## src/rtl/ifetch_unit.sv

```systemverilog
// ifetch_unit: fetch stage owning the PC, instruction-memory address and IR, with next-PC and fetch trap logic.
// Optional macro IFETCH_COUNT_EN builds the IR-capture counter on fetch_cnt_o; TEXT_BASE mirrors `TEXT_BASE_ADDRESS.
`default_nettype none

module ifetch_unit #(
  parameter logic [31:0] TEXT_BASE  = 32'h0000_3000,
  parameter logic [31:0] RESET_PC   = 32'h0000_3000,
  parameter int unsigned IMEM_WORDS = 1024
) (
  input  logic        clk,
  input  logic        rst,
  input  logic        fetch_req_i,
  input  logic        pc_wr_i,
  input  logic [1:0]  pc_src_i,
  input  logic [15:0] imm16_i,
  input  logic [25:0] target26_i,
  input  logic [31:0] rs_val_i,
  input  logic [31:0] ins_data_i,
  output logic [31:0] ins_addr_o,
  output logic [31:0] ir_o,
  output logic        ir_valid_o,
  output logic [31:0] pc_o,
  output logic [31:0] pc_plus4_o,
  output logic        busy_o,
  output logic        fault_o,
  output logic [31:0] fetch_cnt_o
);

  localparam logic [31:0] TEXT_BYTES = 32'(IMEM_WORDS * 4);

  typedef enum logic [1:0] {
    S_IDLE  = 2'd0,
    S_FETCH = 2'd1,
    S_HOLD  = 2'd2,
    S_FAULT = 2'd3
  } state_t;

  state_t      state_q, state_d;
  logic [31:0] pc_q, pc_d;
  logic [31:0] ins_addr_q, ins_addr_d;
  logic [31:0] ir_q, ir_d;
  logic        ir_valid_q, ir_valid_d;

  logic [31:0] pc_plus4;
  logic [31:0] next_pc;
  logic [31:0] fetch_pc;
  logic [31:0] fetch_off;
  logic        fetch_legal;

  assign pc_plus4 = pc_q + 32'd4;

  always_comb begin
    next_pc = pc_plus4;
    case (pc_src_i)
      2'd0: next_pc = pc_plus4;
      2'd1: next_pc = pc_plus4 + {{14{imm16_i[15]}}, imm16_i, 2'b00};
      2'd2: next_pc = {pc_plus4[31:28], target26_i, 2'b00};
      2'd3: next_pc = rs_val_i;
      default: next_pc = pc_plus4;
    endcase
  end

  // A same-cycle PC write redirects the fetch to the new PC; the unsigned
  // subtraction wraps addresses below TEXT_BASE into the out-of-range region.
  assign fetch_pc    = pc_wr_i ? next_pc : pc_q;
  assign fetch_off   = fetch_pc - TEXT_BASE;
  assign fetch_legal = (fetch_pc[1:0] == 2'b00) && (fetch_off < TEXT_BYTES);

  always_comb begin
    state_d    = state_q;
    pc_d       = pc_q;
    ins_addr_d = ins_addr_q;
    ir_d       = ir_q;
    ir_valid_d = ir_valid_q;
    case (state_q)
      S_IDLE, S_HOLD: begin
        if (pc_wr_i) begin
          pc_d       = next_pc;
          ir_valid_d = 1'b0;
        end
        if (fetch_req_i) begin
          ir_valid_d = 1'b0;
          if (fetch_legal) begin
            state_d    = S_FETCH;
            ins_addr_d = fetch_pc;
          end else begin
            state_d = S_FAULT;
            ir_d    = '0;
          end
        end
      end
      S_FETCH: begin
        ir_d       = ins_data_i;
        ir_valid_d = 1'b1;
        state_d    = S_HOLD;
      end
      S_FAULT: begin
        state_d = S_FAULT;
      end
      default: state_d = S_IDLE;
    endcase
  end

  always_ff @(posedge clk or posedge rst) begin
    if (rst) begin
      state_q    <= S_IDLE;
      pc_q       <= RESET_PC;
      ins_addr_q <= RESET_PC;
      ir_q       <= '0;
      ir_valid_q <= 1'b0;
    end else begin
      state_q    <= state_d;
      pc_q       <= pc_d;
      ins_addr_q <= ins_addr_d;
      ir_q       <= ir_d;
      ir_valid_q <= ir_valid_d;
    end
  end

`ifdef IFETCH_COUNT_EN
  logic [31:0] fetch_cnt_q;

  always_ff @(posedge clk or posedge rst) begin
    if (rst) begin
      fetch_cnt_q <= '0;
    end else if (state_q == S_FETCH) begin
      fetch_cnt_q <= fetch_cnt_q + 32'd1;
    end
  end

  assign fetch_cnt_o = fetch_cnt_q;
`else
  assign fetch_cnt_o = '0;
`endif

  assign ins_addr_o = ins_addr_q;
  assign ir_o       = ir_q;
  assign ir_valid_o = ir_valid_q;
  assign pc_o       = pc_q;
  assign pc_plus4_o = pc_plus4;
  assign busy_o     = (state_q == S_FETCH);
  assign fault_o    = (state_q == S_FAULT);

endmodule

`default_nettype wire

```

## config.mk

```make
export PLATFORM = sky130hd
export DESIGN_NAME = ifetch_unit
export DESIGN_NICKNAME = d
export VERILOG_FILES = /design/src/rtl/ifetch_unit.sv
export SDC_FILE = /design/constraint.sdc
export NUM_CORES = 1
export LEC_CHECK = 0
export ABC_AREA = 1
export CAP_MARGIN = 0
export CORE_ASPECT_RATIO = 1.75
export CORE_MARGIN = 8
export CORE_UTILIZATION = 45
export DETAILED_ROUTE_END_ITERATION = 10
export GPL_TIMING_DRIVEN = 0
export PLACE_DENSITY = 0.79
export RECOVER_POWER = 50
export SYNTH_ARGS = -nofsm -noshare
export SYNTH_HDL_FRONTEND = slang
export SYNTH_SLANG_ARGS = --single-unit
```

## constraint.sdc

```tcl
create_clock -name clk -period 6.6 [get_ports clk]
set_clock_uncertainty 0.1 [all_clocks]
set_input_delay 0.99 -clock clk [delete_from_list [all_inputs] [get_ports clk]]
set_output_delay 0.99 -clock clk [all_outputs]
set_load 0.02 [all_outputs]
```

==> results of run 1 <==
==> power breakdown <==
| group | internal [W] | switching [W] |
|---|---|---|
| clock | 0.000264 | 0.000242 |
| combinational | 0.00108 | 0.00190 |
| sequential | 0.000782 | 0.000203 |
| total | 0.00213 | 0.00234 |
==> worst reg2reg max path: cells and delay by family, from the launching register on <==
family / cells / cell delay [ns]
AOI/OAI and AO/OA: 1 / 0.07
buffers and inverters: 3 / 0.77
DFF: 1 / 0.38
and+or+nand+nor: 23 / 3.34
adders and majority gates: 1 / 0.38
xor gates and xnor gates: 1 / 0.23
==> placed cells by master, fill, tap and decap left out, drive strengths merged, types with 9 or more instances in the layout <==
cell and count:
a21oi 52, a221oi 12, buf 48, clkbuf 34, clkdlybuf4s50 176, conb 32, dfrtp 95, dlygate4sd3 65
ha 32, inv 233, nand2 585, nand3 108, nand4 21, nor2 115, nor3 9, o21ai 77
==> sequential cells by signal, indices dropped and copies added (netlist names) <==
register and cells:
pc_o 32, ins_addr_o 32, state_q 2, ir_valid_o 1
ir_o 32
==> through the flow <==
step,setup WS (ns),instances,hold WS [ns]
floorplan,2.43,1487,0.370
global placement,1.10,1973,0.342
detailed placement,1.06,1974,0.345
CTS,1.28,1990,0.357
global route,0.890,1990,0.379
finish,1.21,1990,0.355
==> layer usage <==
metal / global-route usage, % / wire length [um]
met4: 23.5 / 3100
met5: 0 / 0
met3: 4.92 / 2130
met2: 54.0 / 18800
met1: 27.7 / 12300
==> logic make-up (layout without fill, tap and decap cells) <==
kind of cell	after synthesis	in the layout	synth area share, %
compound gates	157	157	10.1
xor+xnor	7	7	0.773
fa+ha+maj	33	33	4.72
buf+inv	306	564	14.9
flops	99	99	27.9
mux	1	1	0.112
other cells	1	32	0.0421
simple gates	852	852	41.4
==> final cells by class <==
type,count,area [sq um]
timing repair buffer,242,2440
clock inverter,6,60.1
clock buffer,10,229
multi-input combinational,1082,5210
sequential,99,2480
tap,245,307
fill,1945,7520
buffer,71,443
inverter,235,883
==> worst max path at each step <==
stage                 from             to  slack [ns]  depth (start not counted)
3_3_place_gp   imm16_i[15]  ins_addr_o[7]        1.10                         22
4_1_cts           pc_o[13]  ins_addr_o[4]        1.28                         29
5_1_grt           pc_o[11]  ins_addr_o[7]        0.89                         29
2_1_floorplan      pc_o[6]  ins_addr_o[5]        2.43                         27
3_5_place_dp   imm16_i[15]  ins_addr_o[4]        1.06                         22
6_report           pc_o[6]  ins_addr_o[4]        1.21                         29
==> results_dict.tcl, run 1 <==
set metrics [dict create \
    violations "max-capacitance violations, max-slew violations" \
    worst_pin_slew_ns 1.59 \
    required_ns 6.73 \
    hold_path_depth 2 \
    htree_levels 3 \
    cp_max_fo 10 \
    netlist.area_leader.share_pct 26.7 \
    core_area_sq_mm 0.0196 \
    gp_congestion 0.998 \
    root_buffer "clkbuf_16" \
    drive_above_1_share_pct 7.62 \
    hp-start "ins_addr_o[13]" \
    grt_usage_pct 29.4 \
    async_flop_share_pct 100 \
    finalSetupTns_ns 0 \
    ys_warn_count 0 \
    slew_headroom_pct -6.63 \
    hp-class "register to register" \
    synth.yosys.seq_area_share_pct 27.9 \
    final_util_pct 61.6 \
    postLayoutCellArea_sq_mm 0.0121 \
    hpwl_mm 31.2 \
    hold_buffers 0 \
    synth_edf_count 0 \
    status "finished, violations left" \
    regToRegSetupSlack_ns 1.21 \
    routed_wl_mm 36.3 \
    ios 275 \
    fmax_mhz 185 \
    die_y_um 202 \
    cp_num_buf_inv 3 \
    cap_violations 1 \
    yosysMostFrequentCell "nand2_1" \
    peakVddDrop_v 0.000266 \
    clkSinkCount 99 \
    yosys-top-cells-count "nand2_1 (556), inv_1 (221), nand3_1 (104), nor2_1 (102), dfrtp_1 (95)" \
    place_area_sq_mm 0.0118 \
    post_synth.cell_area_avg_sq_um 6.11 \
    rr_worst_depth 29 \
    grt_pass1_wl_mm 55.8 \
    whs_endpoint "ins_addr_o[13]" \
    gr-total-overflow 0 \
    synth-main-ff-cell "dfrtp_1" \
    syn_area_sq_mm 0.00890 \
    power.density_mw_per_mm2 371 \
    rows 68 \
    grt_max_degree 67 \
    cts_resized 0 \
    antennaDiodeCount 0 \
    synth.largest_area_cell "dfrtp_1" \
    viasPerCell 5.10 \
    cp-start-kind "register" \
    wire_per_inst_um 18.2 \
    cts_setup_buffers 0 \
    critical_path.endpoint_type "register" \
    grt_pass1_vias 10400 \
    power_leakage_nw 6.54 \
    cts_tree "done" \
    finalCriticalPeriod_ns 5.39 \
    total_power_w 0.00447 \
    first_iter_violations 535 \
    worst-setup-path-type "register to register" \
    crit_family "simple AND/OR/NAND/NOR gates" \
    worst_path_most_repeated_cell "nand2_1" \
    clockBufferDepth 2 \
    cpPeakStageDelay_ns 0.47 \
    drc 0 \
    die-area_sq_mm 0.0247 \
    ys_ff_latch 99 \
    floorplan.initialDensity_pct 45.5 \
    rsz0062_at_grt "no" \
    r2r_start "pc_o[6]" \
    areaGrowthSynthToFinish_pct 35.4 \
    synth_cell_types 48 \
    firstDrtPassIters 5 \
    io_buffers 241 \
    synth_area_leaders "dfrtp_1 (27%), nand2_1 (23%), inv_1 (9.3%)" \
    fp.dieW_um 122 \
    numCtsBuffers 9 \
    arrival_ns 5.52 \
    setup_viol 0 \
    clkLatencyLatePin_ns 0.35 \
    syn_inst 1456 \
    hold_violations 0 \
    slew_viol_final 34 \
    antenna_found_initial 0 \
    ant_nets 0 \
    layout.nets 1885 \
    cpMaxStageDelayCell "nor2_1" \
    vias 10100 \
    r2r-end "ins_addr_o[4]" \
    fin_crit_sh_pct 81.7 \
    cts.clk_slew.worst_paths_ns 0.07 \
]
(Power assumes the default switching activity.)
==> run 2, diff against run 1 <==
clock period = 5.4 ns   (was 6.6 ns; I/O delays follow)
==> results_dict.tcl, run 2 (synthesized netlist as in run 1, its figures left out) <==
set metrics [dict create \
    status "finished, violations left" \
    violations "max-capacitance violations, max-slew violations" \
    pwr-share-clk_pct 11.3 \
    hp-start "ins_addr_o[13]" \
    vias 10100 \
    clkLatencyLatePin_ns 0.35 \
    io_buffers 241 \
    cts_tree "done" \
    power_switching_w 0.00288 \
    hp-class "register to register" \
    rsz0062_at_grt "no" \
    slew_viol_final 67 \
    rr_worst_depth 27 \
    hold_buffers 0 \
    finalCriticalPeriod_ns 5.11 \
    antennaDiodeCount 0 \
    cts.clk_slew.worst_paths_ns 0.08 \
    cp-start-kind "register" \
    routed_wl_mm 36.2 \
    p_comb_share_pct 66.7 \
    die_y_um 202 \
    gr-total-overflow 0 \
    clkSinkCount 99 \
    final_util_pct 61.7 \
    final_common_cell "nand2_1" \
    arrival_ns 5.23 \
    slew_headroom_pct -9.52 \
    power.density_mw_per_mm2 454 \
    gp_congestion 0.998 \
    fp.dieW_um 122 \
    whs_endpoint "ins_addr_o[13]" \
    pwr-share-seq_pct 22.0 \
    peakVddDrop_v 0.000324 \
    cp_max_fo 10 \
    htree_levels 3 \
    cts_setup_buffers 0 \
    core_area_sq_mm 0.0196 \
    cts_resized 0 \
    grt_util_met2_pct 54.0 \
    worst_pin_slew_ns 1.64 \
    worst-setup-path-type "register to register" \
    areaGrowthSynthToFinish_pct 35.7 \
    r2r-end "ins_addr_o[4]" \
    antenna_found_initial 0 \
    viasPerCell 5.09 \
    grt_max_degree 67 \
    grt_usage_pct 29.4 \
    grtUsageMet3_pct 4.92 \
    intPower_w 0.00261 \
    layout.nets 1885 \
    rows 68 \
    critical_path.endpoint_type "register" \
    root_buffer "clkbuf_16" \
    final_cell_mix "nand2_1 (555), inv_1 (220), clkdlybuf4s50_1 (177)" \
    use_met1_pct 27.7 \
    fmax_mhz 196 \
    firstDrtPassIters 5 \
    drc 0 \
    drive_above_1_share_pct 8.37 \
    ant_nets 0 \
    hold_violations 0 \
    p_sw_share_pct 52.4 \
    hold_path_depth 2 \
    cap_violations 2 \
    finalSetupTns_ns 0 \
    first_iter_violations 626 \
    hpwl_mm 31.2 \
    grt_pass1_vias 10400 \
    required_ns 5.53 \
    floorplan.initialDensity_pct 45.5 \
    busiest_layer "met2" \
    ios 275 \
    wire_per_inst_um 18.2 \
    fin_crit_sh_pct 94.6 \
    setup_viol 0 \
    regToRegSetupSlack_ns 0.29 \
    clockBufferDepth 2 \
    power_leakage_nw 6.54 \
    r2r_start "pc_o[5]" \
    grt_pass1_wl_mm 55.8 \
    die-area_sq_mm 0.0247 \
    numCtsBuffers 9 \
]
[run 2: per-layer routing]
layer,share of wire (%),wire (um),vias to the layer above
li1,-,-,5033
met1,34,12200,4588
met2,52,18900,387
met3,5.9,2140,123
met4,8.2,2980,0
met5,0,0,-
[run 2: critical path, cell delays in order, from the launching register on]
cell and delay (ns):
dfrtp_1 0.52, nand2_1 0.11, nor2_1 0.15, nand2_1 0.16
nor2_2 0.33, xor2_2 0.31, ha_1 0.30, nand2_2 0.15
inv_1 0.06, nand2_1 0.07, nand2_1 0.18, inv_1 0.16
nand3_1 0.26, nand2_1 0.13, nand3_1 0.07, nand2_1 0.11
nand3_1 0.08, nand2_1 0.18, a21oi_1 0.12, nand2_1 0.17
nand2_1 0.07, a21oi_1 0.26, nand3_1 0.13, nor2_2 0.15
nand4_2 0.23, buf_2 0.27, nand2_1 0.08, o21ai_1 0.07
[run 2: final cells by class]
type	instances	area [sq um]
multi-input combinational	1082	5260
inverter	235	883
clock inverter	6	60.1
fill	1942	7490
sequential	99	2480
timing repair buffer	242	2420
tap	245	307
buffer	71	443
clock buffer	10	229
[run 2: worst max-delay path by stage]
stage / slack, ns / end / startpoint
after global placement: 0.08 / ins_addr_o[7] / imm16_i[15]
after detailed placement: 0.04 / ins_addr_o[4] / imm16_i[15]
after floorplan: 1.23 / ins_addr_o[5] / pc_o[6]
after global routing: 0.009 / ins_addr_o[7] / pc_o[13]
after CTS: 0.08 / ins_addr_o[4] / pc_o[13]
final: 0.29 / ins_addr_o[4] / pc_o[5]
[run 2: through the flow]
stage	instance area [sq um]	cells	worst slack [ns]	hold slack, ns	total power (W)
3_3_place_gp	11700	1973	0.0754	0.342	0.00483
5_1_grt	12100	1990	0.00902	0.379	0.00592
2_1_floorplan	9020	1487	1.23	0.370	0.00337
6_report	12100	1990	0.294	0.354	0.00549
3_5_place_dp	11800	1974	0.0409	0.345	0.00487
4_1_cts	12100	1990	0.0773	0.357	0.00551
[run 2: power groups by stage]
| stage | logic, W | registers (W) | clock network [W] |
|---|---|---|---|
| after floorplan | 0.00195 | 0.00142 | 0 |
| after global placement | 0.00362 | 0.00121 | 0 |
| after detailed placement | 0.00366 | 0.00122 | 0 |
| after CTS | 0.00367 | 0.00121 | 0.000630 |
| after global routing | 0.00403 | 0.00124 | 0.000653 |
| final | 0.00366 | 0.00121 | 0.000618 |
